File: config.mk
export PLATFORM = sky130hd
export DESIGN_NAME = kamikaze_hazard_ctrl
export DESIGN_NICKNAME = d
export VERILOG_FILES = /design/src/rtl/kamikaze_pkg.sv /design/src/rtl/kamikaze_scoreboard.sv /design/src/rtl/kamikaze_hazard_ctrl.sv
export SDC_FILE = /design/constraint.sdc
export NUM_CORES = 1
export LEC_CHECK = 0
export BUFFER_PORTS_ARGS = -buffer_cell sky130_fd_sc_hd__buf_2
export CAP_MARGIN = 20
export CORE_MARGIN = 10
export CORE_UTILIZATION = 35
export CTS_CLUSTER_DIAMETER = 150
export CTS_CLUSTER_SIZE = 8
export DETAILED_ROUTE_END_ITERATION = 6
export PLACE_DENSITY = 0.49
export SLEW_MARGIN = 15
export SYNTH_ARGS = -nofsm -noshare
export SYNTH_HDL_FRONTEND = slang
export SYNTH_SLANG_ARGS = --single-unit
File: constraint.sdc
create_clock -name clk_i -period 9.3 [get_ports clk_i]
set_input_delay 2.325 -clock clk_i [delete_from_list [all_inputs] [get_ports clk_i]]
set_output_delay 2.325 -clock clk_i [all_outputs]
set_load 0.05 [all_outputs]
File: src/rtl/kamikaze_pkg.sv
// Shared constants, FSM encoding and width helper for the kamikaze hazard controller.
// Build option KAMIKAZE_WB_BYPASS_EN is consumed by kamikaze_scoreboard.
package kamikaze_pkg;

    localparam int REG_ADDR_W = 5;
    localparam int NUM_REGS   = 32;

    typedef enum logic [0:0] {
        ST_RUN   = 1'b0,
        ST_FLUSH = 1'b1
    } state_e;

    function automatic int cnt_width(input int max_pending);
        return $clog2(max_pending + 1);
    endfunction

endpackage

File: src/rtl/kamikaze_scoreboard.sv
// Register scoreboard: pending-writer vector, writer count and spurious-writeback pulse.
// KAMIKAZE_WB_BYPASS_EN: the register retiring this cycle is hidden from the hazard view.
module kamikaze_scoreboard
    import kamikaze_pkg::*;
#(
    parameter  int MAX_PENDING = 4,
    localparam int CNT_W       = cnt_width(MAX_PENDING)
) (
    input  logic                  clk_i,
    input  logic                  rst_i,
    input  logic                  set_i,
    input  logic [REG_ADDR_W-1:0] set_rd_i,
    input  logic                  wb_valid_i,
    input  logic [REG_ADDR_W-1:0] wb_rd_i,
    output logic [NUM_REGS-1:0]   hz_pend_o,
    output logic [CNT_W-1:0]      cnt_o,
    output logic                  spurious_o
);

    logic [NUM_REGS-1:0] pend_q, pend_d;
    logic [NUM_REGS-1:0] set_vec, clr_vec;
    logic [CNT_W-1:0]    cnt_q, cnt_d;
    logic                spurious_q, spurious_d;
    logic                clr_hit;
    logic                set_eff;

    assign clr_hit = wb_valid_i & pend_q[wb_rd_i];

    // x0 is hard-wired out of the set decode so it can never become pending.
    for (genvar gi = 0; gi < NUM_REGS; gi++) begin : g_dec
        if (gi == 0) begin : g_x0
            assign set_vec[gi] = 1'b0;
        end else begin : g_rn
            assign set_vec[gi] = set_i & (set_rd_i == REG_ADDR_W'(gi));
        end
        assign clr_vec[gi] = clr_hit & (wb_rd_i == REG_ADDR_W'(gi));
    end

    assign set_eff = |set_vec;

    always_comb begin
        pend_d     = (pend_q & ~clr_vec) | set_vec;
        cnt_d      = cnt_q;
        spurious_d = wb_valid_i & ~pend_q[wb_rd_i];
        case ({set_eff, clr_hit})
            2'b10:   cnt_d = cnt_q + CNT_W'(1);
            2'b01:   cnt_d = cnt_q - CNT_W'(1);
            default: cnt_d = cnt_q;
        endcase
    end

    always_ff @(posedge clk_i or negedge rst_i) begin
        if (!rst_i) begin
            pend_q     <= '0;
            cnt_q      <= '0;
            spurious_q <= 1'b0;
        end else begin
            pend_q     <= pend_d;
            cnt_q      <= cnt_d;
            spurious_q <= spurious_d;
        end
    end

`ifdef KAMIKAZE_WB_BYPASS_EN
    assign hz_pend_o = pend_q & ~clr_vec;
`else
    assign hz_pend_o = pend_q;
`endif

    assign cnt_o      = cnt_q;
    assign spurious_o = spurious_q;

endmodule

File: src/rtl/kamikaze_hazard_ctrl.sv
// Decode-to-execute gate: RAW/WAW/full-scoreboard stalls plus post-redirect flush sequencing.
// KAMIKAZE_WB_BYPASS_EN selects zero-cycle hazard release on writeback (see scoreboard).
module kamikaze_hazard_ctrl
    import kamikaze_pkg::*;
#(
    parameter  int MAX_PENDING  = 4,
    parameter  int FLUSH_CYCLES = 2,
    localparam int CNT_W        = cnt_width(MAX_PENDING)
) (
    input  logic                  clk_i,
    input  logic                  rst_i,
    input  logic                  dec_valid_i,
    input  logic [REG_ADDR_W-1:0] dec_rs1_i,
    input  logic [REG_ADDR_W-1:0] dec_rs2_i,
    input  logic [REG_ADDR_W-1:0] dec_rd_i,
    input  logic                  dec_uses_rs1_i,
    input  logic                  dec_uses_rs2_i,
    input  logic                  dec_writes_rd_i,
    input  logic                  wb_valid_i,
    input  logic [REG_ADDR_W-1:0] wb_rd_i,
    input  logic                  redirect_i,
    output logic                  issue_o,
    output logic                  stall_o,
    output logic                  flush_o,
    output logic [CNT_W-1:0]      pending_cnt_o,
    output logic                  spurious_wb_o
);

    localparam int            FLUSH_W = 4;
    localparam [FLUSH_W-1:0]  RELOAD  = FLUSH_W'(FLUSH_CYCLES - 1);

    state_e               state_q, state_d;
    logic [FLUSH_W-1:0]   flush_cnt_q, flush_cnt_d;
    logic                 flush_q, flush_d;

    logic [NUM_REGS-1:0]  hz_pend;
    logic [CNT_W-1:0]     cnt;
    logic                 raw, waw, full, run;

    kamikaze_scoreboard #(
        .MAX_PENDING (MAX_PENDING)
    ) u_scoreboard (
        .clk_i      (clk_i),
        .rst_i      (rst_i),
        .set_i      (issue_o & dec_writes_rd_i),
        .set_rd_i   (dec_rd_i),
        .wb_valid_i (wb_valid_i),
        .wb_rd_i    (wb_rd_i),
        .hz_pend_o  (hz_pend),
        .cnt_o      (cnt),
        .spurious_o (spurious_wb_o)
    );

    assign run  = (state_q == ST_RUN);
    assign raw  = (dec_uses_rs1_i & hz_pend[dec_rs1_i]) | (dec_uses_rs2_i & hz_pend[dec_rs2_i]);
    assign waw  = dec_writes_rd_i & hz_pend[dec_rd_i];
    assign full = dec_writes_rd_i & (dec_rd_i != '0) & (cnt == CNT_W'(MAX_PENDING));

    // Gated by rst_i so nothing is handed to execute while reset is held.
    assign stall_o = rst_i & dec_valid_i & (raw | waw | full) & run & ~redirect_i;
    assign issue_o = rst_i & dec_valid_i & ~stall_o & run & ~redirect_i;

    always_comb begin
        state_d     = state_q;
        flush_cnt_d = flush_cnt_q;
        flush_d     = flush_q;
        case (state_q)
            ST_RUN: begin
                if (redirect_i) begin
                    state_d     = ST_FLUSH;
                    flush_cnt_d = RELOAD;
                    flush_d     = 1'b1;
                end
            end
            ST_FLUSH: begin
                if (redirect_i) begin
                    flush_cnt_d = RELOAD;
                    flush_d     = 1'b1;
                end else if (flush_cnt_q == '0) begin
                    state_d = ST_RUN;
                    flush_d = 1'b0;
                end else begin
                    flush_cnt_d = flush_cnt_q - FLUSH_W'(1);
                end
            end
            default: begin
                state_d = ST_RUN;
                flush_d = 1'b0;
            end
        endcase
    end

    always_ff @(posedge clk_i or negedge rst_i) begin
        if (!rst_i) begin
            state_q     <= ST_RUN;
            flush_cnt_q <= '0;
            flush_q     <= 1'b0;
        end else begin
            state_q     <= state_d;
            flush_cnt_q <= flush_cnt_d;
            flush_q     <= flush_d;
        end
    end

    assign flush_o       = flush_q;
    assign pending_cnt_o = cnt;

endmodule

==> results.json, run 1 <==
{
  "status": "completed",
  "path_max_fanout": 34,
  "synth_compound_area_share_pct": 17.0,
  "power_density_nw_per_um2": 142,
  "cp_top_family": "compound AO/OA/AOI/OAI gates",
  "hold_class": "reg2reg",
  "cts_buffer_depth": 2,
  "synth_cells": 319,
  "drc": 0,
  "syn_nets": 351,
  "synth_ff_type": "dfrtp_1",
  "cts_root_buffer": "clkbuf_8",
  "vias": 2721,
  "p_sw_share_pct": 37.4,
  "switchingPower_uw": 188,
  "grt_max_degree": 45,
  "dr.first_iter.drc_count": 245,
  "post_cts_buffers": 0,
  "irDropWorstVdd_v": 0.0000981,
  "io_buffers": 34,
  "cp.required_ps": 6980,
  "std_cell_rows": 34,
  "comb_power_share_pct": 31.9,
  "via_per_inst": 6.07,
  "muxShareOfSynthArea_pct": 26.3,
  "critPathBufInv": 3,
  "avgSynthCellArea_um2": 10.0,
  "grt.overflow.total": 0,
  "drt_first_pass_iters": 4,
  "dieWidth_um": 116,
  "synth_top_family_by_area": "multiplexers",
  "finalHoldViolCount": 0,
  "endpoint_kind": "output pin",
  "crit_chain": "buf_2 > mux4_2 > nor2b_1 > a2111oi_0 > a211oi_4 > buf_4 > nor3_1 > buf_2",
  "n_antenna_cell": 0,
  "syn_area_um2": 3200,
  "fin_crit_sh_pct": 75.8,
  "worstSkewPairLatency_ps": 300,
  "setup_violations": 0,
  "cp.arrival_ps": 4720,
  "worst_path_max_delay_cell": "a2111oi_0",
  "start_util_pct": 36.4,
  "r2r_end": "u_scoreboard.cnt_o[2]",
  "grt_busiest_layer": "met2",
  "async_flop_share_pct": 100,
  "finalClockSkew_ps": 11.4,
  "synth-adder-area-share_pct": 1.80,
  "grt_use_met2_pct": 23.3,
  "finalPower_uw": 503,
  "drive_gt1_share_pct": 24.7,
  "yosysSeqAreaShare_pct": 32.8,
  "fmax_mhz": 142,
  "core-area_um2": 8810,
  "ctsResizeCount": 0,
  "startpoint_type": "input port",
  "gp_congestion": 0.889,
  "wl_per_cell_um": 21.6,
  "grt_antenna_before_repair": 0,
  "drt-total-wl_mm": 9.67,
  "holdBufCountCts": 0,
  "cts_sinks": 42,
  "rsz0062_at_grt": "false",
  "synth-edff-count": 0,
  "dp.cells": 439,
  "h-tree-depth": 2,
  "slowest_delay_ps": 700,
  "syn_to_final_growth_pct": 10.7,
  "hold_depth": 1,
  "cts_tree": "yes",
  "numCtsBuffers": 5,
  "cap_violations": 0,
  "hp-start": "flush_o",
  "grtUsageMet3_pct": 2.84,
  "ant_nets": 0,
  "seqPwrFrac_pct": 44.5,
  "crit_top_cell": "buf_2",
  "grt_pass1_vias": 2844,
  "crit_type": "in2out",
  "die_area_um2": 13400,
  "dpl.hpwl_mm": 7.32,
  "fin_crit_ps": 7050,
  "worstRegToRegCells": 12,
  "synth-simple-area-share_pct": 16.3,
  "ys.warnings.count": 0,
  "synth.distinct_cells": 44,
  "fillerInstances": 879,
  "grt_util_met1_pct": 20.9,
  "instances_no_fill": 448,
  "hold_end": "flush_o",
  "fp.dieH_um": 116,
  "utilization_pct": 40.2,
  "slew_headroom_pct": 35.4,
  "clk_pin_slew_ps": 90,
  "intPower_uw": 315,
  "leakagePower_nw": 1.38,
  "synth_xor_xnor_area_share_pct": 1.64,
  "rrSetupSlack_ps": 5720,
  "p_clk_share_pct": 23.6,
  "grt_first_pass_wirelength_mm": 15.7,
  "finalMaxSlewViolations": 0,
  "ys_ff_latch": 42,
  "io_pins": 35,
  "nNetsFinal": 371,
  "worst_slew_pin_slew_ps": 961,
  "fin_tns_setup_ps": 0,
  "r2r_start": "u_scoreboard.hz_pend_o[10]",
  "track_usage_pct": 14.9
}
## routing by layer
metal  vias up  share of wire (%)  wire length (µm)
met5         -                  0                 0
met2       103                 46              4410
met1      1363                 47              4500
met3        10                6.7               647
met4         0                1.2               112
li1       1245                  -                 -
## cells by family (layout without fill, tap and decap cells)
logic type      Yosys count  after routing
compound gates           83             83
xor+xnor                  6              6
fa+ha+maj                 4              4
buf+inv                  31             52
flops                    42             42
mux                      46             46
simple gates            107            107
## sequential cells by signal (all words and copies together) (netlist names)
signal / count
flush_cnt_q: 4
u_scoreboard.spurious_o: 1
state_q: 1
u_scoreboard.hz_pend_o: 32
flush_o: 1
u_scoreboard.cnt_o: 3
## worst max path at each step
stage | from | end | slack, ps | cells past startpoint
after global placement | dec_rs1_i[3] | issue_o | 2260 | 8
after global routing | dec_rs1_i[3] | issue_o | 2000 | 8
final | dec_rs1_i[3] | issue_o | 2250 | 8
after CTS | dec_rs1_i[3] | issue_o | 2230 | 8
after floorplan | dec_rs2_i[1] | issue_o | 1890 | 9
after detailed placement | dec_rs1_i[3] | issue_o | 2250 | 8
## placed cells by master (no fill, tap or decap), types with 7 or more instances in the layout
master / count
dfrtp_1: 42
mux4_2: 30
o21ai_0: 33
nor2b_1: 10
inv_1: 7
mux2i_1: 10
nor2_1: 12
nand2_1: 51
buf_2: 34
o31ai_1: 31
## cells in the mapped netlist, drive strengths merged, types with 4 or more instances
library cell / count / area [µm²]
nand2: 51 / 191
dfrtp: 42 / 1050
o21ai: 33 / 165
o31ai: 31 / 233
mux4: 30 / 676
buf: 12 / 60.1
clkbuf: 12 / 45.0
nor2: 12 / 45.0
mux2i: 10 / 100
nor2b: 10 / 62.6
inv: 7 / 26.3
mux2: 6 / 67.6
nor3b: 6 / 45.0
nand2b: 5 / 31.3
nor3: 5 / 25.0
nand3: 4 / 20.0
xor2: 4 / 35.0
## through the flow
| stage | hold WS, ps | worst slack [ps] | area [µm²] |
|---|---|---|---|
| finish | 492 | 2250 | 3540 |
| global placement | 463 | 2260 | 3430 |
| global route | 520 | 2000 | 3540 |
| detailed placement | 462 | 2250 | 3430 |
| CTS | 494 | 2230 | 3520 |
| floorplan | 506 | 1890 | 3200 |
## power groups by stage
stage | Clock (mW) | Sequential, mW | Combinational (mW)
after detailed placement | 0 | 0.227 | 0.161
after CTS | 0.124 | 0.224 | 0.161
final | 0.119 | 0.224 | 0.160
after global routing | 0.134 | 0.227 | 0.178
after floorplan | 0 | 0.250 | 0.0922
after global placement | 0 | 0.227 | 0.159
## final cells by class
type | instances | area, µm² | share of cell area [%]
Clock buffer | 6 | 72.6 | 2.05
Clock inverter | 2 | 13.8 | 0.388
Timing Repair Buffer | 37 | 213 | 6.00
Inverter | 7 | 26.3 | 0.742
Multi-Input combinational cell | 246 | 2030 | 57.3
Tap cell | 108 | 135 | 3.81
Sequential cell | 42 | 1050 | 29.7
Power figures use the tool's default switching activity.
==> inputs of run 2 (changes only) <==
PLACE_DENSITY = 0.51   (was 0.49)
clock period = 5.72 ns   (was 9.3 ns; I/O delays follow)
==> run 2 against run 1 <==
- first-iteration DRC count increased by 41%
- hold slack improved by 2.2 ps
- clock power rose by 99%
- total power grew 72%
==> results.json, run 2 (same netlist as run 1, synthesis figures left out) <==
{
  "ctsResizeCount": 0,
  "grt_max_degree": 33,
  "std_cell_rows": 34,
  "ant_nets": 0,
  "final_common_cell": "nand2_1",
  "worst_path_max_delay_cell": "a2111oi_0",
  "numCtsBuffers": 5,
  "core-area_um2": 8810,
  "dieWidth_um": 116,
  "track_usage_pct": 15.1,
  "hold_class": "reg2reg",
  "grt.overflow.total": 0,
  "fin_tns_setup_ps": 0,
  "endpoint_kind": "output pin",
  "fin_crit_ps": 5040,
  "rsz0062_at_grt": "false",
  "slowest_delay_ps": 720,
  "post_cts_buffers": 0,
  "top_layer_used": "met4",
  "route.met2.wl_mm": 4.68,
  "setup_ws_ps": 675,
  "wl_per_cell_um": 22.4,
  "startpoint_type": "input port",
  "place_ws_ps": 634,
  "syn_to_final_growth_pct": 10.8,
  "dpl.hpwl_mm": 7.48,
  "drt_first_pass_iters": 4,
  "drt-met1-wl_mm": 4.58,
  "grt_first_pass_wirelength_mm": 15.7,
  "worstRegToRegCells": 12,
  "grt_pass1_vias": 2771,
  "status": "completed",
  "cp.required_ps": 4290,
  "register_area_um2": 1050,
  "multiInputGateArea_um2": 2030,
  "fp.dieH_um": 116,
  "slew_headroom_pct": 36.8,
  "h-tree-depth": 2,
  "cts_root_buffer": "clkbuf_8",
  "via_per_inst": 6.07,
  "crit_top_cell": "buf_2",
  "finalHoldViolCount": 0,
  "power_density_nw_per_um2": 243,
  "grt_antenna_before_repair": 0,
  "n_antenna_cell": 0,
  "cp.arrival_ps": 3610,
  "cts_sinks": 42,
  "clk_pin_slew_ps": 90,
  "io_buffers": 34,
  "crit_chain": "buf_2 > mux4_2 > nor2b_1 > a2111oi_0 > a211oi_4 > nor3_1 > buf_2",
  "nNetsFinal": 371,
  "drt-total-wl_mm": 10.0,
  "vias": 2719,
  "fin_crit_sh_pct": 88.2,
  "whs_ps": 494,
  "worstSkewPairLatency_ps": 300,
  "layout.cells.most_common_list": "nand2_1 (51), dfrtp_1 (42), buf_2 (34), o21ai_0 (33), o31ai_1 (31)",
  "finalClockSkew_ps": 11.0,
  "die_area_um2": 13400,
  "gp_congestion": 0.880,
  "setup_violations": 0,
  "start_util_pct": 36.4,
  "fillerInstances": 862,
  "largest_register_ff_count": 32,
  "fmax_mhz": 198,
  "crit_type": "in2out",
  "wl_met3_um": 651,
  "cts_tree": "yes",
  "io_pins": 35,
  "path_max_fanout": 7,
  "worst_slew_pin_slew_ps": 941,
  "cts_buffer_depth": 2,
  "leakagePower_nw": 1.38,
  "irDropWorstVdd_v": 0.000216,
  "holdBufCountCts": 0,
  "cap_violations": 0,
  "hold_depth": 1,
  "drc": 0,
  "dr.first_iter.drc_count": 346,
  "drive_gt1_share_pct": 24.7,
  "finalMaxSlewViolations": 0
}
[run 2: cell count changes in the layout (fill, tap and decap cells not counted)]
cell	before	now
bufinv_16	0	1
clkinv_4	1	0
buf_16	1	0
clkinvlp_4	0	1
clkinv_2	1	0
buf_4	2	3
[run 2: path summary, 6_finish.rpt]
path,start,to,slack (ps)
worst max-delay path,dec_rs1_i[3],issue_o,680
worst min-delay path,u_scoreboard.cnt_o[2],u_scoreboard.cnt_o[2],490
max in group asynchronous,rst_i,u_scoreboard.hz_pend_o[4],3940
min in group asynchronous,rst_i,u_scoreboard.spurious_o,1030
worst min register to register,u_scoreboard.cnt_o[2],u_scoreboard.cnt_o[2],490
worst max register to register,u_scoreboard.hz_pend_o[2],u_scoreboard.cnt_o[2],2030
[run 2: critical path: cells and delay by family]
family / cells / cell delay, ps
muxes: 1 / 510
AOI/OAI and AO/OA: 2 / 860
and+or+nand+nor: 2 / 330
buffers and inverters: 2 / 480
[run 2: layout make-up]
| class | instances | area share, % |
|---|---|---|
| clock buffers | 6 | 2.05 |
| inverters | 7 | 0.741 |
| repair buffers | 37 | 5.43 |
| flip-flops and latches | 42 | 29.6 |
| multi-input cells | 246 | 57.3 |
| well taps | 108 | 3.81 |
| clock inverters | 2 | 1.06 |
[run 2: power breakdown]
part,internal [mW],switching [mW],leakage [nW]
logic,0.0925,0.168,0.766
registers,0.331,0.0343,0.563
clock network,0.130,0.107,0.0514
[run 2: through the flow]
step	cell area, µm²	total power [mW]	util, %	instances
floorplan	3200	0.556	-	319
global placement	3440	0.628	39.0	440
detailed placement	3440	0.633	39.0	440
CTS	3550	0.871	40.3	448
global route	3550	0.917	40.3	448
finish	3550	0.863	40.3	448
[run 2: routing by layer]
layer | GRT usage [%] | vias to the layer above
li1 | - | 1241
met1 | 21.2 | 1368
met2 | 23.0 | 102
met3 | 3.10 | 8
met4 | 4.50 | 0
met5 | 0 | -
